<file path="config.mk">
export PLATFORM = sky130hd
export DESIGN_NAME = alu_mc
export DESIGN_NICKNAME = d
export VERILOG_FILES = /design/src/rtl/alu_mc.sv
export SDC_FILE = /design/constraint.sdc
export NUM_CORES = 1
export LEC_CHECK = 0
export BUFFER_PORTS_ARGS = -buffer_cell sky130_fd_sc_hd__buf_2
export CORE_ASPECT_RATIO = 1.1
export CORE_MARGIN = 2
export CORE_UTILIZATION = 23
export DETAILED_ROUTE_END_ITERATION = 16
export PLACE_DENSITY_LB_ADDON = 0.12
export SLEW_MARGIN = 20
export SYNTH_ARGS = -nofsm -noshare
export SYNTH_HDL_FRONTEND = slang
export SYNTH_SLANG_ARGS = --single-unit
</file>
<file path="constraint.sdc">
create_clock -name clk -period 10.6 [get_ports clk]
set_input_delay 2.12 -clock clk [delete_from_list [all_inputs] [get_ports clk]]
set_output_delay 2.12 -clock clk [all_outputs]
set_load 0.02 [all_outputs]
</file>
<file path="src/rtl/alu_mc.sv">
// Multi-cycle ALU: single-cycle logic/arith/shift ops plus iterative unsigned
// MUL (shift-add) and DIV (restoring), behind a valid/ready handshake.
module alu_mc #(
    parameter int WIDTH = 32,
    parameter int SHW   = $clog2(WIDTH)
) (
    input  logic             clk,
    input  logic             rst_n,
    input  logic             in_valid,
    output logic             in_ready,
    input  logic [3:0]       op,
    input  logic [WIDTH-1:0] a,
    input  logic [WIDTH-1:0] b,
    output logic             out_valid,
    input  logic             out_ready,
    output logic [WIDTH-1:0] f,
    output logic [WIDTH-1:0] hi,
    output logic             cf,
    output logic             of,
    output logic             sf,
    output logic             pf,
    output logic             zf,
    output logic             err
);
    localparam logic [1:0] S_IDLE = 2'd0;
    localparam logic [1:0] S_BUSY = 2'd1;
    localparam logic [1:0] S_DONE = 2'd2;

    localparam logic [3:0] OP_AND = 4'd0;
    localparam logic [3:0] OP_OR  = 4'd1;
    localparam logic [3:0] OP_ADD = 4'd2;
    localparam logic [3:0] OP_XOR = 4'd3;
    localparam logic [3:0] OP_NOR = 4'd4;
    localparam logic [3:0] OP_SLL = 4'd5;
    localparam logic [3:0] OP_SUB = 4'd6;
    localparam logic [3:0] OP_SLT = 4'd7;
    localparam logic [3:0] OP_MUL = 4'd8;
    localparam logic [3:0] OP_DIV = 4'd9;
    localparam logic [3:0] OP_SRL = 4'd10;
    localparam logic [3:0] OP_SRA = 4'd11;

    localparam logic [SHW:0] CNT_LOAD = (SHW+1)'(WIDTH);
    localparam logic [SHW:0] CNT_ONE  = (SHW+1)'(1);

    logic [1:0]       state_q, state_d;
    logic [SHW:0]     cnt_q, cnt_d;
    logic             is_div_q, is_div_d;
    logic [WIDTH-1:0] wh_q, wh_d, wl_q, wl_d, opb_q, opb_d;
    logic [WIDTH-1:0] f_q, f_d, hi_q, hi_d;
    logic             cf_q, cf_d, of_q, of_d, sf_q, sf_d;
    logic             pf_q, pf_d, zf_q, zf_d, err_q, err_d;

    // {sign, zero, even parity} of a result word
    function automatic logic [2:0] szp(input logic [WIDTH-1:0] v);
        return {v[WIDTH-1], ~|v, ~^v};
    endfunction

    logic signed [WIDTH-1:0] a_s, b_s;
    logic [SHW-1:0]          sh;
    logic [WIDTH:0]          sum, diff;
    logic [WIDTH-1:0]        sc_f;
    logic                    sc_cf, sc_of, sc_err;

    assign a_s  = a;
    assign b_s  = b;
    assign sh   = b[SHW-1:0];
    assign sum  = {1'b0, a} + {1'b0, b};
    assign diff = {1'b0, a} - {1'b0, b};

    always_comb begin
        sc_f   = '0;
        sc_cf  = 1'b0;
        sc_of  = 1'b0;
        sc_err = 1'b0;
        case (op)
            OP_AND: sc_f = a & b;
            OP_OR:  sc_f = a | b;
            OP_ADD: begin
                sc_f  = sum[WIDTH-1:0];
                sc_cf = sum[WIDTH];
                sc_of = (a[WIDTH-1] == b[WIDTH-1]) && (sum[WIDTH-1] != a[WIDTH-1]);
            end
            OP_XOR: sc_f = a ^ b;
            OP_NOR: sc_f = ~(a | b);
            OP_SLL: sc_f = a << sh;
            OP_SUB: begin
                sc_f  = diff[WIDTH-1:0];
                sc_cf = diff[WIDTH];
                sc_of = (a[WIDTH-1] != b[WIDTH-1]) && (diff[WIDTH-1] != a[WIDTH-1]);
            end
            OP_SLT: sc_f = {{(WIDTH-1){1'b0}}, (a_s < b_s)};
            OP_SRL: sc_f = a >> sh;
            OP_SRA: sc_f = $unsigned(a_s >>> sh);
            default: sc_err = 1'b1;
        endcase
    end

    // One MUL/DIV iteration: wh holds the partial high word / remainder,
    // wl holds the multiplier bits being consumed / dividend becoming quotient.
    logic [WIDTH:0]   mul_sum, div_shift;
    logic [WIDTH-1:0] div_trial, it_hi, it_lo;
    logic             div_ge;

    assign mul_sum   = {1'b0, wh_q} + (wl_q[0] ? {1'b0, opb_q} : '0);
    assign div_shift = {wh_q, wl_q[WIDTH-1]};
    assign div_ge    = div_shift >= {1'b0, opb_q};
    assign div_trial = div_shift[WIDTH-1:0] - opb_q;

    always_comb begin
        if (is_div_q) begin
            it_hi = div_ge ? div_trial : div_shift[WIDTH-1:0];
            it_lo = {wl_q[WIDTH-2:0], div_ge};
        end else begin
            it_hi = mul_sum[WIDTH:1];
            it_lo = {mul_sum[0], wl_q[WIDTH-1:1]};
        end
    end

    logic accept;
    assign in_ready  = rst_n && ((state_q == S_IDLE) || ((state_q == S_DONE) && out_ready));
    assign accept    = in_valid && in_ready;
    assign out_valid = (state_q == S_DONE);

    always_comb begin
        state_d  = state_q;
        cnt_d    = cnt_q;
        is_div_d = is_div_q;
        wh_d     = wh_q;
        wl_d     = wl_q;
        opb_d    = opb_q;
        f_d      = f_q;
        hi_d     = hi_q;
        cf_d     = cf_q;
        of_d     = of_q;
        sf_d     = sf_q;
        pf_d     = pf_q;
        zf_d     = zf_q;
        err_d    = err_q;
        case (state_q)
            S_IDLE, S_DONE: begin
                if (accept) begin
                    if (op == OP_MUL || op == OP_DIV) begin
                        state_d  = S_BUSY;
                        cnt_d    = CNT_LOAD;
                        is_div_d = (op == OP_DIV);
                        wh_d     = '0;
                        wl_d     = a;
                        opb_d    = b;
                    end else begin
                        state_d            = S_DONE;
                        f_d                = sc_f;
                        hi_d               = '0;
                        cf_d               = sc_cf;
                        of_d               = sc_of;
                        {sf_d, zf_d, pf_d} = szp(sc_f);
                        err_d              = sc_err;
                    end
                end else if (state_q == S_DONE && out_ready) begin
                    state_d = S_IDLE;
                end
            end
            S_BUSY: begin
                wh_d  = it_hi;
                wl_d  = it_lo;
                cnt_d = cnt_q - CNT_ONE;
                if (cnt_q == CNT_ONE) begin
                    state_d            = S_DONE;
                    f_d                = it_lo;
                    hi_d               = it_hi;
                    cf_d               = !is_div_q && (it_hi != '0);
                    of_d               = !is_div_q && (it_hi != '0);
                    {sf_d, zf_d, pf_d} = szp(it_lo);
                    err_d              = is_div_q && (opb_q == '0);
                end
            end
            default: state_d = S_IDLE;
        endcase
    end

    always_ff @(posedge clk or negedge rst_n) begin
        if (!rst_n) begin
            state_q  <= S_IDLE;
            cnt_q    <= '0;
            is_div_q <= 1'b0;
            f_q      <= '0;
            hi_q     <= '0;
            cf_q     <= 1'b0;
            of_q     <= 1'b0;
            sf_q     <= 1'b0;
            pf_q     <= 1'b0;
            zf_q     <= 1'b0;
            err_q    <= 1'b0;
        end else begin
            state_q  <= state_d;
            cnt_q    <= cnt_d;
            is_div_q <= is_div_d;
            f_q      <= f_d;
            hi_q     <= hi_d;
            cf_q     <= cf_d;
            of_q     <= of_d;
            sf_q     <= sf_d;
            pf_q     <= pf_d;
            zf_q     <= zf_d;
            err_q    <= err_d;
        end
    end

    // Iteration working registers are pure data and need no reset
    always_ff @(posedge clk) begin
        wh_q  <= wh_d;
        wl_q  <= wl_d;
        opb_q <= opb_d;
    end

    assign f   = f_q;
    assign hi  = hi_q;
    assign cf  = cf_q;
    assign of  = of_q;
    assign sf  = sf_q;
    assign pf  = pf_q;
    assign zf  = zf_q;
    assign err = err_q;
endmodule

</file>
==> results of run 1 <==
## per-stage QoR
stage	util	area (um2)	instances
floorplan	-	21600	2690
global placement	0.252	23400	3931
detailed placement	0.252	23400	3931
CTS	0.259	24000	3963
global route	0.259	24000	3963
finish	0.259	24000	3965
## final cells by class
class / instances / area share
multi-input combinational: 2174 / 0.643
tap: 1249 / 0.0651
clock inverter: 12 / 0.00485
sequential: 174 / 0.202
antenna: 2 / 0.000209
timing repair buffer: 180 / 0.0416
inverter: 154 / 0.0241
clock buffer: 20 / 0.0200
## synthesized netlist by cell type (all sizes together) (18+ instances only)
library cell / number
a211oi: 53
a21boi: 26
a21o: 43
a21oi: 226
a221o: 22
a221oi: 26
a31oi: 34
and2: 52
buf: 51
clkbuf: 137
dfrtp: 78
edfxtp: 96
ha: 198
inv: 153
mux2: 41
mux2i: 86
mux4: 45
nand2: 273
nand2b: 22
nand3: 43
nand4: 25
nor2: 283
nor2b: 23
nor3: 54
nor4: 25
o211ai: 37
o21ai: 176
o31ai: 22
or3: 18
xnor2: 65
xor2: 19
## power by group
part / total [mW] / switching, mW / internal [mW]
registers: 1.02 / 0.149 / 0.868
clock network: 0.684 / 0.345 / 0.339
logic: 1.98 / 1.25 / 0.727
total: 3.68 / 1.74 / 1.93
## sequential cells by signal, indices dropped and copies added (netlist names)
register  flops
cf            1
cnt_q         6
err           1
f            32
hi           32
is_div_q      1
of            1
opb_q        32
pf            1
state_q       2
wh_q         32
wl_q         32
zf            1
## routing by layer
layer	up-vias	routed length, um
li1	9943	-
met1	10500	44100
met2	641	52700
met3	92	4350
met4	2	2760
met5	-	15
## cells by family after synthesis
logic type / Yosys count
compound gates: 837
simple gates: 879
fa+ha+maj: 202
buf+inv: 342
mux: 172
xor+xnor: 84
flops: 174
## worst max-delay path by stage
stage / slack, ns / end / cells after the start
after global placement: 2.88 / pf / 23
after CTS: 3.30 / pf / 21
after global routing: 2.90 / pf / 23
after detailed placement: 2.78 / pf / 21
final: 3.26 / pf / 23
after floorplan: 3.85 / pf / 21
## placed cells by master (no fill, tap or decap), types with 50 or more instances in the layout
cell type / Yosys / final
edfxtp_1: 96 / 96
and2_1: 50 / 50
nor2_1: 283 / 280
inv_1: 151 / 150
ha_1: 198 / 198
dfrtp_1: 78 / 77
xnor2_1: 65 / 65
nor3_1: 53 / 53
a21oi_1: 224 / 223
a211oi_1: 52 / 52
nand2_1: 273 / 273
buf_2: 17 / 141
o21ai_0: 155 / 155
mux2i_1: 86 / 86
==> metrics.txt, run 1 <==
CP endpoint kind=flip-flop; Pwr Total=3.68 mW; max-cap violation count=0; Worst-Margin Slew=1.14 ns; min-delay worst type=reg2reg; share of the synthesized area in the top cell type=0.134; TritonCTS clock tree=yes; Final GP Congestion=0.924; slowest cell on the critical path=ha_1; fillers=between 10000 and 15000; post-synthesis xor/xnor area fraction=0.0341; Die Wd=296 um; cell family with most CP delay=compound AO/OA/AOI/OAI gates; CP Class=in2reg; synthesized net count=about 3000; slew margin rel.=0.237; Clk Latency, worst-skew pair=roughly 0.52 ns; mean number of vias per cell=~5.4; Leakage Power=10.0 nW; Area Growth Syn to Fin=11.3%; share of layout cells above drive strength 1=0.129; Post-CTS Setup Bufs=0; Die Y-Extent=325 um; largest family of logic cells by synthesized area=compound AO/OA/AOI/OAI gates; Setup Skew=about 0.028 ns; post-synthesis mux area share=0.108; count of final max-slew check failures=0; drt total wl=104000 um; Synth Area in Compound Gates=0.261; Clock Root Buffer=clkbuf_16; First DRT Iteration DRCs=1631; P per Cell Area=153 mW/mm2; met3 usage=0.0188; CP max FO=56; Antenna Nets Post-Route=0; initial core utilization=0.232; CTS clk-pin slew, worst paths=0.08 ns; reg-to-reg endpoint=of; vias in the first global route=roughly 21000; per-cell routed wire length=26.2 um; Required @ worst endpoint=11.03 ns; pre-CTS setup slack=around 2.8 ns; Via Count=21200; met1 usage=0.267; # IOs=roughly 140; setup_tns=0 ns; CP Launch Type=input pin; GRT Total Usage=0.211; reg2reg setup slack=5.33 ns; Buf+Inv Stages, Crit Path=4; Post-Synth Adder-Cell Area=0.119; largest net degree at the start of global routing=66; Tcrit/Tclk final=0.693; drt pass-1 iters=6; cts hold-fix bufs=0; # clock sinks=174; grt met2 use=0.378; top_reg_cell synth=edfxtp_1; CP Cell Sequence=buf_2 -> buf_4 -> inv_1 -> ha_1 -> inv_1 -> a21o_1 -> a221oi_1 -> a2111oi_2 -> o21bai_1 -> a21oi_1 -> nand2_1 -> a21oi_1 -> o21ai_0 -> o21a_1 -> mux2i_1 -> nor2b_1 -> ha_1 -> xor2_1 -> xnor2_1 -> xnor2_1 -> xnor2_1 -> a21oi_1 -> o21ai_0; CTS H-tree depth=4; Yosys top cell by area=edfxtp_1; ys async rst share=0.448; outcome=finished, final reports clean; die footprint=0.0963 mm2; WHS Endpoint=cnt_q[5]; endpoints failing hold=0; Most Crowded Layer GR=met2; Hold Slack=0.468 ns; syn avg cell area=roughly 8 um2; Critical R2R Launch=wl_q[0]; drt drc=0; RSZ-0062 raised after global routing=false; number of clock buffers inserted by TritonCTS=17; setup violators final=0; core area=about 0.093 mm2; fin worst setup slack=3.26 ns; area of the multi-input gates=~0.015 mm2; post-synth cell types=roughly 110; grt total ovfl=0; post-layout minimum cycle time=approximately 7.3 ns; top post-synthesis cells by area=edfxtp_1 13%, ha_1 11%, dfrtp_1 9.0%, a21oi_1 5.2%, nor2_1 4.9%; biggest cell delay along the critical path=0.60 ns; Worst Setup SP=b[4]; fmax=between 0.1 and 0.15 GHz; nets=2975; HP Start=cnt_q[5]; Arrival @ worst endpoint=approximately 7.8 ns; first-pass GRT wire length=around 150000 um; number of synthesized flops with an enable pin=96; # resized after CTS=0; Seq cells post-synth=around 170; Clock Path Buffers=2; Mapped Area=about 0.022 mm2; synth warn=0; sequential area share after synthesis=0.224; FF-to-FF path depth=15; initial antenna violation count=4; Sequential cell area=0.00484 mm2; worst-case vdd ir drop=0.000142 V; Simple-Gate Fraction of Synth Area=0.190; worst hold stages=1; Mapped Cells=2690; PortBufs=143; # rows=117; HPWL Detailed=82900 um
Note: power is estimated with default switching activity, not from simulation.
==> run 2: changes to the inputs <==
- ABC_AREA: default -> 1
- clock period: 10.6 -> 6 ns (I/O delays scaled with it)
==> metrics.txt, run 2 <==
fillers=11600; Critical R2R Launch=wl_q[0]; number of synthesized flops with an enable pin=96; Leakage Power=13.4 nW; CP endpoint kind=flip-flop; grt total ovfl=0; initial core utilization=0.232; Clock Root Buffer=clkbuf_16; setup violators final=0; synth warn=0; most frequent cells in the layout=1075 x nand2_1, 572 x inv_1, 414 x nor2_1, 289 x o21ai_0, 239 x a21oi_1; Worst-Margin Slew=around 1.0 ns; drt total wl=130000 um; count of final max-slew check failures=0; CP Class=in2reg; initial antenna violation count=2; per-cell routed wire length=roughly 25 um; Final Non-Filler Cells=5261; RSZ-0062 raised after global routing=false; synthesized net count=4076; top post-synthesis cells by count=1076 x nand2_1, 575 x inv_1, 417 x nor2_1; first-pass GRT wire length=183000 um; Area Growth Syn to Fin=15.0%; core area=0.0990 mm2; worst-case vdd ir drop=0.000271 V; Final GP Congestion=0.978; vias in the first global route=25900; fmax=around 0.19 GHz; First DRT Iteration DRCs=2200; share of layout cells above drive strength 1=0.0998; nets=4229; post-synth cell types=60; syn avg cell area=6.04 um2; largest net degree at the start of global routing=68; number of clock buffers inserted by TritonCTS=17; Via Count=25900; setup_tns=0 ns; die footprint=0.102 mm2; Post-CTS Setup Bufs=0; HPWL Detailed=approximately 110000 um; min-delay worst type=reg2reg; TritonCTS clock tree=yes; CP Launch Type=input pin; Mapped Area=~0.023 mm2; mean number of vias per cell=4.93; CTS clk-pin slew, worst paths=0.09 ns; # clock sinks=174; commonest non-fill, non-tap cell in the layout=nand2_1; Core Util, Final=0.267; sequential area share after synthesis=0.211; share of the synthesized area in the top cell type=0.176; endpoints failing hold=0; post-layout minimum cycle time=5.20 ns; CTS H-tree depth=4; placed insts=about 5200; Tcrit/Tclk final=0.866; Setup Skew=0.0321 ns; top post-synthesis cells by area=nand2_1 18%, edfxtp_1 13%, ha_1 11%, inv_1 9.4%, dfrtp_1 8.5%; Mapped Cells=roughly 3800; PortBufs=around 140; Die Y-Extent=~340 um; Seq cells post-synth=174; # rows=121; Arrival @ worst endpoint=between 5 and 6 ns; drt pass-1 iters=6; Die Wd=305 um; drt drc=0; top_reg_cell synth=edfxtp_1; Antenna Nets Post-Route=0; ys async rst share=0.448; Required @ worst endpoint=6.41 ns; HP Start=hi[13]; Pwr Total=6.30 mW; CP max FO=63; # IOs=144; outcome=finished, final reports clean; Clk Latency, worst-skew pair=0.53 ns; P per Cell Area=about 240 mW/mm2; Worst Setup SP=b[0]; max-cap violation count=0; Yosys top cell by area=nand2_1; cts hold-fix bufs=0; Clock Path Buffers=2; slew margin rel.=0.301; # resized after CTS=0; GRT Total Usage=0.249; most frequent cell after synthesis=nand2_1
==> run 2: changes by cell type after synthesis, sizes merged, moves of 41 or more <==
| cell | before | now |
|---|---|---|
| nand3 | 43 | 195 |
| inv | 153 | 587 |
| nand2 | 273 | 1082 |
| o21ai | 176 | 298 |
| mux4 | 45 | 0 |
| nor2 | 283 | 424 |
| a211oi | 53 | 5 |
| mux2i | 86 | 44 |
| mux2 | 41 | 0 |
| and2 | 52 | 8 |
==> run 2: cell type report <==
| type | instances | area (um2) | area share |
|---|---|---|---|
| inverters | 593 | 2230 | 0.0845 |
| clock inverters | 14 | 175 | 0.00664 |
| multi-input cells | 2890 | 15300 | 0.580 |
| flip-flops and latches | 174 | 4840 | 0.183 |
| diodes | 2 | 5.00 | 0.000190 |
| clock buffers | 18 | 439 | 0.0166 |
| well taps | 1291 | 1620 | 0.0612 |
| repair buffers | 279 | 1790 | 0.0678 |
==> run 2: path summary, 6_finish.rpt <==
kind	slack (ns)	depth (start not counted)	endpoint
setup / recovery	0.80	23	pf
hold / removal	0.47	2	hi[13]
setup reg to reg	1.64	23	cf
hold reg to reg	0.47	2	hi[13]
max in group asynchronous	4.03	3	is_div_q
min in group asynchronous	0.87	2	hi[30]
==> run 2: stage by stage <==
stage	setup slack, ns	instance area, um2	hold slack, ns
after floorplan	0.779	23000	0.468
after global placement	0.438	25800	0.461
after detailed placement	0.401	25800	0.461
after CTS	0.964	26400	0.482
after global routing	0.533	26400	0.495
final	0.804	26400	0.475
==> run 2: power by group <==
part / switching [mW] / internal (mW) / total, mW
logic: 2.25 / 1.08 / 3.33
clock network: 0.650 / 0.608 / 1.26
registers: 0.225 / 1.49 / 1.71
total: 3.12 / 3.17 / 6.30
==> run 2: layer usage <==
metal	vias up	wire length [um]	track usage
li1	12600	-	-
met1	12400	55700	0.305
met2	752	63900	0.448
met3	153	4750	0.0218
met4	0	5530	0.102
met5	-	0	0
==> run 2: cells by family after synthesis <==
| family | share of synthesized area |
|---|---|
| flip-flops | 0.211 |
| XOR/XNOR | 0.0164 |
| adder cells (fa/ha/maj) | 0.111 |
| AND/OR/NAND/NOR | 0.336 |
| multiplexers | 0.0192 |
| AO/OA/AOI/OAI | 0.182 |
| buffers and inverters | 0.124 |
==> run 2: critical path, stage by stage <==
cell	delay, ns
buf_2	0.15
buf_12	0.26
ha_1	0.22
inv_1	0.07
fa_1	0.38
nand2_1	0.10
nand2_1	0.08
a21oi_1	0.27
o21ai_1	0.26
a21oi_1	0.31
o21ai_0	0.34
nand2_1	0.16
nand2_1	0.06
o2111ai_1	0.27
inv_1	0.08
ha_1	0.32
xnor2_1	0.22
xnor2_1	0.11
buf_4	0.15
xnor2_1	0.25
nor2_1	0.08
o221ai_1	0.20
nand2_1	0.07
